## config.mk

```make
export PLATFORM = sky130hd
export DESIGN_NAME = jtopl_eg_state
export DESIGN_NICKNAME = d
export VERILOG_FILES = /design/src/rtl/jtopl_eg_pkg.sv /design/src/rtl/jtopl_slot_cnt.sv /design/src/rtl/jtopl_eg_state.sv
export SDC_FILE = /design/constraint.sdc
export NUM_CORES = 1
export LEC_CHECK = 0
export ABC_AREA = 1
export BUFFER_PORTS_ARGS = -buffer_cell sky130_fd_sc_hd__buf_4
export CORE_AREA = 2 2 143 145
export DETAILED_ROUTE_END_ITERATION = 6
export DIE_AREA = 0 0 145 147
export MAX_ROUTING_LAYER = met4
export PLACE_DENSITY = 0.79
export SKIP_LAST_GASP = 1
export SYNTH_ARGS = -nofsm -noshare
export SYNTH_HDL_FRONTEND = slang
export SYNTH_HIERARCHICAL = 1
export SYNTH_SLANG_ARGS = --single-unit
```

## constraint.sdc

```tcl
create_clock -name clk -period 3.65 [get_ports clk]
set_input_delay 0.5475 -clock clk [delete_from_list [all_inputs] [get_ports clk]]
set_output_delay 0.5475 -clock clk [all_outputs]
set_load 0.02 [all_outputs]
```

## src/rtl/jtopl_eg_pkg.sv

```systemverilog
// Shared constants for the envelope state store: state encodings, attenuation ceiling and
// the default slot count.
package jtopl_eg_pkg;

    localparam int unsigned SLOTS_DEF = 18;
    localparam logic [9:0]  EG_MAX    = 10'h3FF;

    typedef enum logic [2:0] {
        Release = 3'b000,
        Attack  = 3'b001,
        Decay   = 3'b010,
        Hold    = 3'b100
    } eg_state_e;

endpackage

```

## src/rtl/jtopl_slot_cnt.sv

```systemverilog
// Time-multiplexed slot counter: advances once per cen cycle, wraps at SLOTS-1, and flags
// the first and last slot of each pass.
module jtopl_slot_cnt
    import jtopl_eg_pkg::*;
#(
    parameter int unsigned SLOTS = SLOTS_DEF
) (
    input  logic       clk,
    input  logic       rst,
    input  logic       cen,
    output logic [4:0] slot,
    output logic       zero,
    output logic       last
);

    localparam logic [4:0] SlotLast = 5'(SLOTS - 1);

    logic [4:0] slot_q, slot_d;

    always_comb begin
        slot_d = slot_q;
        if (cen) begin
            slot_d = (slot_q == SlotLast) ? 5'd0 : slot_q + 5'd1;
        end
    end

    always_ff @(posedge clk) begin
        if (rst) begin
            slot_q <= 5'd0;
        end else begin
            slot_q <= slot_d;
        end
    end

    // Forced to 0 during reset so outputs are defined before the first reset edge.
    assign slot = rst ? 5'd0 : slot_q;
    assign zero = (slot == 5'd0);
    assign last = (slot == SlotLast);

endmodule

```

## src/rtl/jtopl_eg_state.sv

```systemverilog
// Per-slot envelope state/attenuation store with key edge detection and global EG counter.
// Optional JTOPL_EG_MUTE_EN adds a per-slot mute input forcing release at full attenuation.
module jtopl_eg_state
    import jtopl_eg_pkg::*;
#(
    parameter int unsigned SLOTS = SLOTS_DEF,
    parameter int unsigned CNTW  = 15
) (
    input  logic            clk,
    input  logic            rst,
    input  logic            cen,
    input  logic            kon,
    input  logic [2:0]      state_next,
    input  logic [9:0]      eg_next,
`ifdef JTOPL_EG_MUTE_EN
    input  logic [SLOTS-1:0] mute,
`endif
    output logic [4:0]      slot,
    output logic            zero,
    output logic            keyon_now,
    output logic            keyoff_now,
    output logic [2:0]      state_in,
    output logic [9:0]      eg_in,
    output logic [CNTW-1:0] eg_cnt
);

    logic            last;
    logic [2:0]      state_q    [SLOTS];
    logic [2:0]      state_d    [SLOTS];
    logic [9:0]      eg_q       [SLOTS];
    logic [9:0]      eg_d       [SLOTS];
    logic            kon_prev_q [SLOTS];
    logic            kon_prev_d [SLOTS];
    logic [CNTW-1:0] eg_cnt_q, eg_cnt_d;
    logic            kon_prev;
    logic [2:0]      wr_state;
    logic [9:0]      wr_eg;

    jtopl_slot_cnt #(
        .SLOTS (SLOTS)
    ) u_slot_cnt (
        .clk  (clk),
        .rst  (rst),
        .cen  (cen),
        .slot (slot),
        .zero (zero),
        .last (last)
    );

    // Reads bypass storage during reset so the reset image is visible immediately.
    assign kon_prev   = rst ? 1'b0 : kon_prev_q[slot];
    assign state_in   = rst ? 3'(Release) : state_q[slot];
    assign eg_in      = rst ? EG_MAX : eg_q[slot];
    assign keyon_now  = kon & ~kon_prev;
    assign keyoff_now = ~kon & kon_prev;
    assign eg_cnt     = eg_cnt_q;

    always_comb begin
        wr_state = state_next;
        wr_eg    = eg_next;
`ifdef JTOPL_EG_MUTE_EN
        if (mute[slot]) begin
            wr_state = 3'(Release);
            wr_eg    = EG_MAX;
        end
`endif
    end

    always_comb begin
        state_d    = state_q;
        eg_d       = eg_q;
        kon_prev_d = kon_prev_q;
        eg_cnt_d   = eg_cnt_q;
        if (cen) begin
            state_d[slot]    = wr_state;
            eg_d[slot]       = wr_eg;
            kon_prev_d[slot] = kon;
            if (last) begin
                eg_cnt_d = eg_cnt_q + CNTW'(1);
            end
        end
    end

    always_ff @(posedge clk) begin
        if (rst) begin
            for (int i = 0; i < int'(SLOTS); i++) begin
                state_q[i]    <= 3'(Release);
                eg_q[i]       <= EG_MAX;
                kon_prev_q[i] <= 1'b0;
            end
            eg_cnt_q <= '0;
        end else begin
            state_q    <= state_d;
            eg_q       <= eg_d;
            kon_prev_q <= kon_prev_d;
            eg_cnt_q   <= eg_cnt_d;
        end
    end

endmodule
```

# Word-level counts from Yosys, hierarchy flattened
# Index checks and enable logic that the tools add are counted.
totals:
  wordCells: 93
  inputBits: 17
  register_bits: 272
  output_inout_bits: 36
op_classes:
  order_cmp: 2
  n_addsub: 2
  bitwise_logic: 5
  n_eq_ne: 2
  n_reduce_logical: 3
  muxes: 23
op_table:
  columns: ["operator", "n"]
  rows:
  - ["bitwise mux 180 bit", 1]
  - ["bitwise mux 54 bit", 1]
  - ["binary-select mux 10 bit (select 5 bit)", 1]
  - ["demux 10 bit (select 5 bit)", 1]
  - ["two-way mux 10 bit", 4]
  - ["bitwise mux 18 bit", 1]
  - ["adder 15 x 1 -> 15 bit (second input constant)", 1]
  - ["binary-select mux 3 bit (select 5 bit)", 1]
  - ["demux 3 bit (select 5 bit)", 1]
  - ["two-way mux 3 bit", 4]
  - ["== test 5 bit (second input constant)", 2]
  - ["two-way mux 5 bit", 2]
  - [">= comparator 6 bit (second input constant)", 1]
  - ["< comparator 6 x 1 -> 1 bit (second input constant)", 1]
  - ["NOT 5 -> 6 bit", 1]
  - ["adder 5 x 1 -> 5 bit (second input constant)", 1]
  - ["binary-select mux 1 bit (select 5 bit)", 1]
  - ["demux 1 bit (select 5 bit)", 1]
  - ["zero test 5 bit", 1]
  - ["two-way mux 1 bit", 4]
  - ["AND 1 bit", 2]
  - ["NOT 1 bit", 2]
  - ["AND reduction 2 bit", 1]
  - ["logical AND 1 bit", 1]

# Depth between registers and ports, before layout
depth:
  word_depth: 8
  ltp_mapped: 14
  ltp_nobuf: 14

# Hierarchy
# Netlist, hierarchy kept.
modules_own_cells:
  columns: ["mod", "seq_area_each_um2", "cells_per_inst", "instances", "area_each_um2"]
  rows:
  - ["jtopl_eg_state", 5345.1, 1622, 1, 11413.4]
  - ["jtopl_slot_cnt", 100.1, 51, 1, 319.1]

# Worst setup path after synthesis
# Ideal clock, no wire load.
synth_path:
  path_kind: "input-to-output"
  start: "input rst"
  end: "output state_in[0]"
  path_stages: 10
  required_ns: 3.102
  path_slack_ns: 0.783
  arrival_time_ns: 2.319
  n_path_buf: 1
  cell_sequence: "nor2_1 -> inv_2 -> nor2_4 -> clkbuf_1 -> nand2_1 -> nand4_1 -> nand2_1 -> nand3_1 -> nor2_1 -> nor2_1"
synth_between:
  elab_chain_cells: 6
synth_rtl:
  columns: ["item", "line", "rtl"]
  rows:
  - ["from (decl)", "jtopl_eg_state.sv:10", "input logic rst,"]
  - ["two-way mux 5 bit", "jtopl_slot_cnt.sv:36", "assign slot = rst ? 5'd0 : slot_q;"]
  - ["NOT 5 -> 6 bit (implied by the code)", "jtopl_eg_state.sv:52", "assign state_in = rst ? 3'(Release) : state_q[slot];"]
  - ["binary-select mux 3 bit (select 5 bit)", "jtopl_eg_state.sv:52", null]
  - ["two-way mux 3 bit (implied by the code) (2 in a row)", "jtopl_eg_state.sv:52", null]
  - ["two-way mux 3 bit (*)", "jtopl_eg_state.sv:52", null]
  - ["to (decl)", "jtopl_eg_state.sv:22", "output logic [2:0] state_in,"]
# Every way passes the cells marked *; elsewhere a longest branch is shown, timed or not. The select of a mux whose other input is x is not followed.

# Worst setup path in the final report
layout_path:
  start: "register u_slot_cnt.slot_q[0]"
  end: "output eg_in[6]"
layout_between:
  elab_chain_cells: 6
layout_rtl:
  columns: ["item", "line", "rtl"]
  rows:
  - ["from (decl)", "jtopl_slot_cnt.sv:18", "logic [4:0] slot_q, slot_d;"]
  - ["from (signal assigned)", "jtopl_slot_cnt.sv:31", "slot_q <= slot_d;"]
  - ["two-way mux 5 bit", "jtopl_slot_cnt.sv:36", null]
  - ["NOT 5 -> 6 bit (implied by the code)", "jtopl_eg_state.sv:53", "assign eg_in = rst ? EG_MAX : eg_q[slot];"]
  - ["binary-select mux 10 bit (select 5 bit)", "jtopl_eg_state.sv:53", null]
  - ["two-way mux 10 bit (implied by the code) (2 in a row)", "jtopl_eg_state.sv:53", null]
  - ["two-way mux 10 bit", "jtopl_eg_state.sv:53", null]
  - ["to (decl)", "jtopl_eg_state.sv:23", "output logic [9:0] eg_in,"]
# No other way between the ends. The select of a mux whose other input is x is not followed.

==> summary.md <==
| Metric | Value |
|---|---|
| Status | `finished, final reports clean` |
| Hold wc startpoint | `rst` |
| Via/cell ratio | `5.81` |
| Synthesis-to-layout area growth | `12.9%` |
| Static Leak | `6.10 nW` |
| Sequential fraction of the synthesis area | `0.464` |
| Share of layout cells above drive strength 1 | `0.110` |
| Crit path arrival time | `2900 ps` |
| Setup violators final | `0` |
| Cell family with most CP delay | `buffers and inverters` |
| Max H-tree Level | `1` |
| #FFs+latches synth | `272` |
| Hold EP | `eg_cnt[14]` |
| CTS Sinks | `272` |
| Via count | `11400` |
| Residual DRC | `0` |
| CTS Buf Count | `28` |
| Max-slew violations | `0` |
| Post-Syn Instances | `1673` |
| Post-route minimum period | `3440 ps` |
| Critical-path maximum fanout | `49` |
| Initial antenna violation count | `0` |
| RR Endpoint | `kon_prev_q[8]` |
| Clk slew on worst S/H paths | `60 ps` |
| Row count | `52` |
| IO Pins | `53` |
| Synth warn | `6` |
| RR Startpoint | `u_slot_cnt/slot_q[0]` |
| Initial Utilization | `0.591` |
| Root Driver | `clkbuf_16` |
| Worst VDD drop | `430 uV` |
| Maxcap violations | `0` |
| Final core utilization | `0.668` |
| Final Skew | `11.6 ps` |
| Mapped Nets | `1693` |
| Crit path kind | `register to output port` |
| Synth cell types | `32` |
| Final hold violations | `0` |
| Inserted Diodes | `0` |
| Buffers on Ports | `52` |
| Hold Path Cell Cnt | `2` |
| Least-Margin Pin Slew | `908 ps` |
| Cell Pwr Density | `490 mW/mm2` |
| Req. time, crit path | `3100 ps` |
| Reg2reg path depth | `11` |
| Max Clk Rate | `0.290 GHz` |
| Setup Total Neg Slack | `0 ps` |
| Cts hold-fix bufs | `0` |
| Resized cells post-CTS | `0` |
| Slowest CP cell | `dfxtp_1` |
| Largest net degree at the start of global routing | `227` |
| Slew headroom | `0.395` |
| Fin crit share | `0.944` |
| ANT nets after route | `0` |
| GPL Wtd Cong | `0.926` |
| CP endpoint kind | `output port` |
| CTS tree | `done` |
| Drt first pass iters | `5` |
| Syn Std Cell Area | `0.0117 mm2` |
| Post-CTS Setup Bufs | `0` |
| Full die area | `0.0213 mm2` |
| WP buf/inv | `4` |
| Post-detail-place hpwl | `21900 um` |
| Die Ht | `147 um` |
| HP Class | `input pin to register` |
| Mean Syn Cell Area | `7.01 um2` |
| CP cell instances | `nand2_1, inv_1, inv_1, nor2_4, buf_12, a22oi_1, nand2_1, nand2_1, nand2_1, nor2_1, nand2_1, buf_4` |
| Aggregate global routing overflow | `0` |
| WL final | `34500 um` |
| WHS | `369 ps` |
| Post-layout net count | `1684` |
| Number of global-route vias before repair | `10300` |
| Max stage delay on crit path | `450 ps` |
| Die extent in x | `145 um` |
| First-pass GRT wire length | `54700 um` |
| Core area | `0.0198 mm2` |
| Worst setup SP type | `register` |
| Clock Path Buffers | `3` |
| Global-route usage over all layers | `0.325` |
| Initial DRC Count | `1312` |
| Flop2flop setup slack | `840 ps` |
| Average wire per standard cell | `17.7 um` |
| Most used cell, CP | `nand2_1` |
| RSZ-0062 raised after global routing | `no` |
| Clock Latency Late Sink | `540 ps` |
[per-stage QoR]
step	worst slack, ps	power [mW]	area (um2)	instances
3_5_place_dp	467	3.56	12300	1904
6_report	206	6.49	13300	1955
4_1_cts	253	6.49	13300	1955
3_3_place_gp	465	3.55	12300	1904
2_1_floorplan	783	3.39	11700	1673
5_1_grt	0.284	6.67	13300	1955
[cell families (layout without fill, tap and decap cells)]
group                    Yosys count  count (layout)  synth area share
AND/OR/NAND/NOR                  977             977             0.347
AO/OA/AOI/OAI                    230             230             0.119
flip-flops                       272             272             0.464
adder cells (fa/ha/maj)            3               3           0.00320
XOR/XNOR                           3               3           0.00224
buffers and inverters            188             200            0.0648
[sequential cells by signal, indices dropped and copies added, names as in the netlist]
signal	count
eg_cnt	15
eg_q	180
kon_prev_q	18
state_q	54
u_slot_cnt/slot_q	5
[worst max path at each step]
| stage | start | end | slack (ps) | cells after the start |
|---|---|---|---|---|
| global route | u_slot_cnt/slot_q[0] | keyon_now | 0.3 | 13 |
| finish | u_slot_cnt/slot_q[0] | eg_in[6] | 210 | 12 |
| global placement | rst | state_in[2] | 460 | 14 |
| detailed placement | rst | eg_in[6] | 470 | 14 |
| CTS | u_slot_cnt/slot_q[0] | eg_in[6] | 250 | 12 |
| floorplan | rst | state_in[0] | 780 | 10 |
[power by group]
| part | internal (mW) | total [mW] | switching (mW) | leakage, nW |
|---|---|---|---|---|
| clock network | 1.82 | 2.99 | 1.17 | 0.493 |
| logic | 0.148 | 0.486 | 0.337 | 3.40 |
| registers | 3.00 | 3.02 | 0.0190 | 2.20 |
[final cells by class]
cell class | count | area, um2
clock buffer | 41 | 850
clock inverter | 10 | 136
fill | 1688 | 6590
inverter | 65 | 249
multi-input combinational | 1213 | 5540
sequential | 272 | 5450
tap | 270 | 338
timing repair buffer | 84 | 693
[cell usage in the layout, fill, tap and decap left out, types with 2 or more instances in the layout]
master	n
nor3_4	2
nand2_2	3
a22oi_1	83
nor2_2	7
nor3_1	8
a22o_1	3
clkinv_2	6
nand4_1	12
o21ai_0	92
o21ai_1	2
clkbuf_16	28
bufinv_16	3
clkbuf_1	3
xor2_1	2
inv_1	33
a31oi_1	11
nor2_4	8
nand2_1	580
inv_2	30
ha_1	3
buf_4	79
nor3_2	3
a21oi_1	36
dfxtp_1	272
buf_12	5
nand3_1	192
nor2_1	160
clkbuf_8	10
[layer usage]
layer  part of all wire  GRT usage  wire, um  vias to the layer above
met3               0.10     0.0447      3580                      106
met2               0.45      0.504     15400                      570
met1               0.41      0.430     14100                     5244
met5                  0          -         0                        -
li1                   -          -         -                     5436
met4              0.042      0.134      1440                        0
[cells in the mapped netlist, drive strengths merged]
master	count	area [um2]
nand2	583	2200
dfxtp	272	5450
nand3	192	961
nor2	175	722
o21ai	94	470
a22oi	83	623
clkbuf	78	293
inv	64	240
buf	45	224
a21oi	36	180
nor3	13	103
nand4	12	75.1
a31oi	11	68.8
a22o	3	26.3
ha	3	37.5
xor2	2	17.5
a211oi	1	7.51
a21o	1	7.51
a41oi	1	8.76
clkinv	1	3.75
nor3b	1	7.51
or2	1	6.26
xnor2	1	8.76
Note: power is estimated with default switching activity, not from simulation.
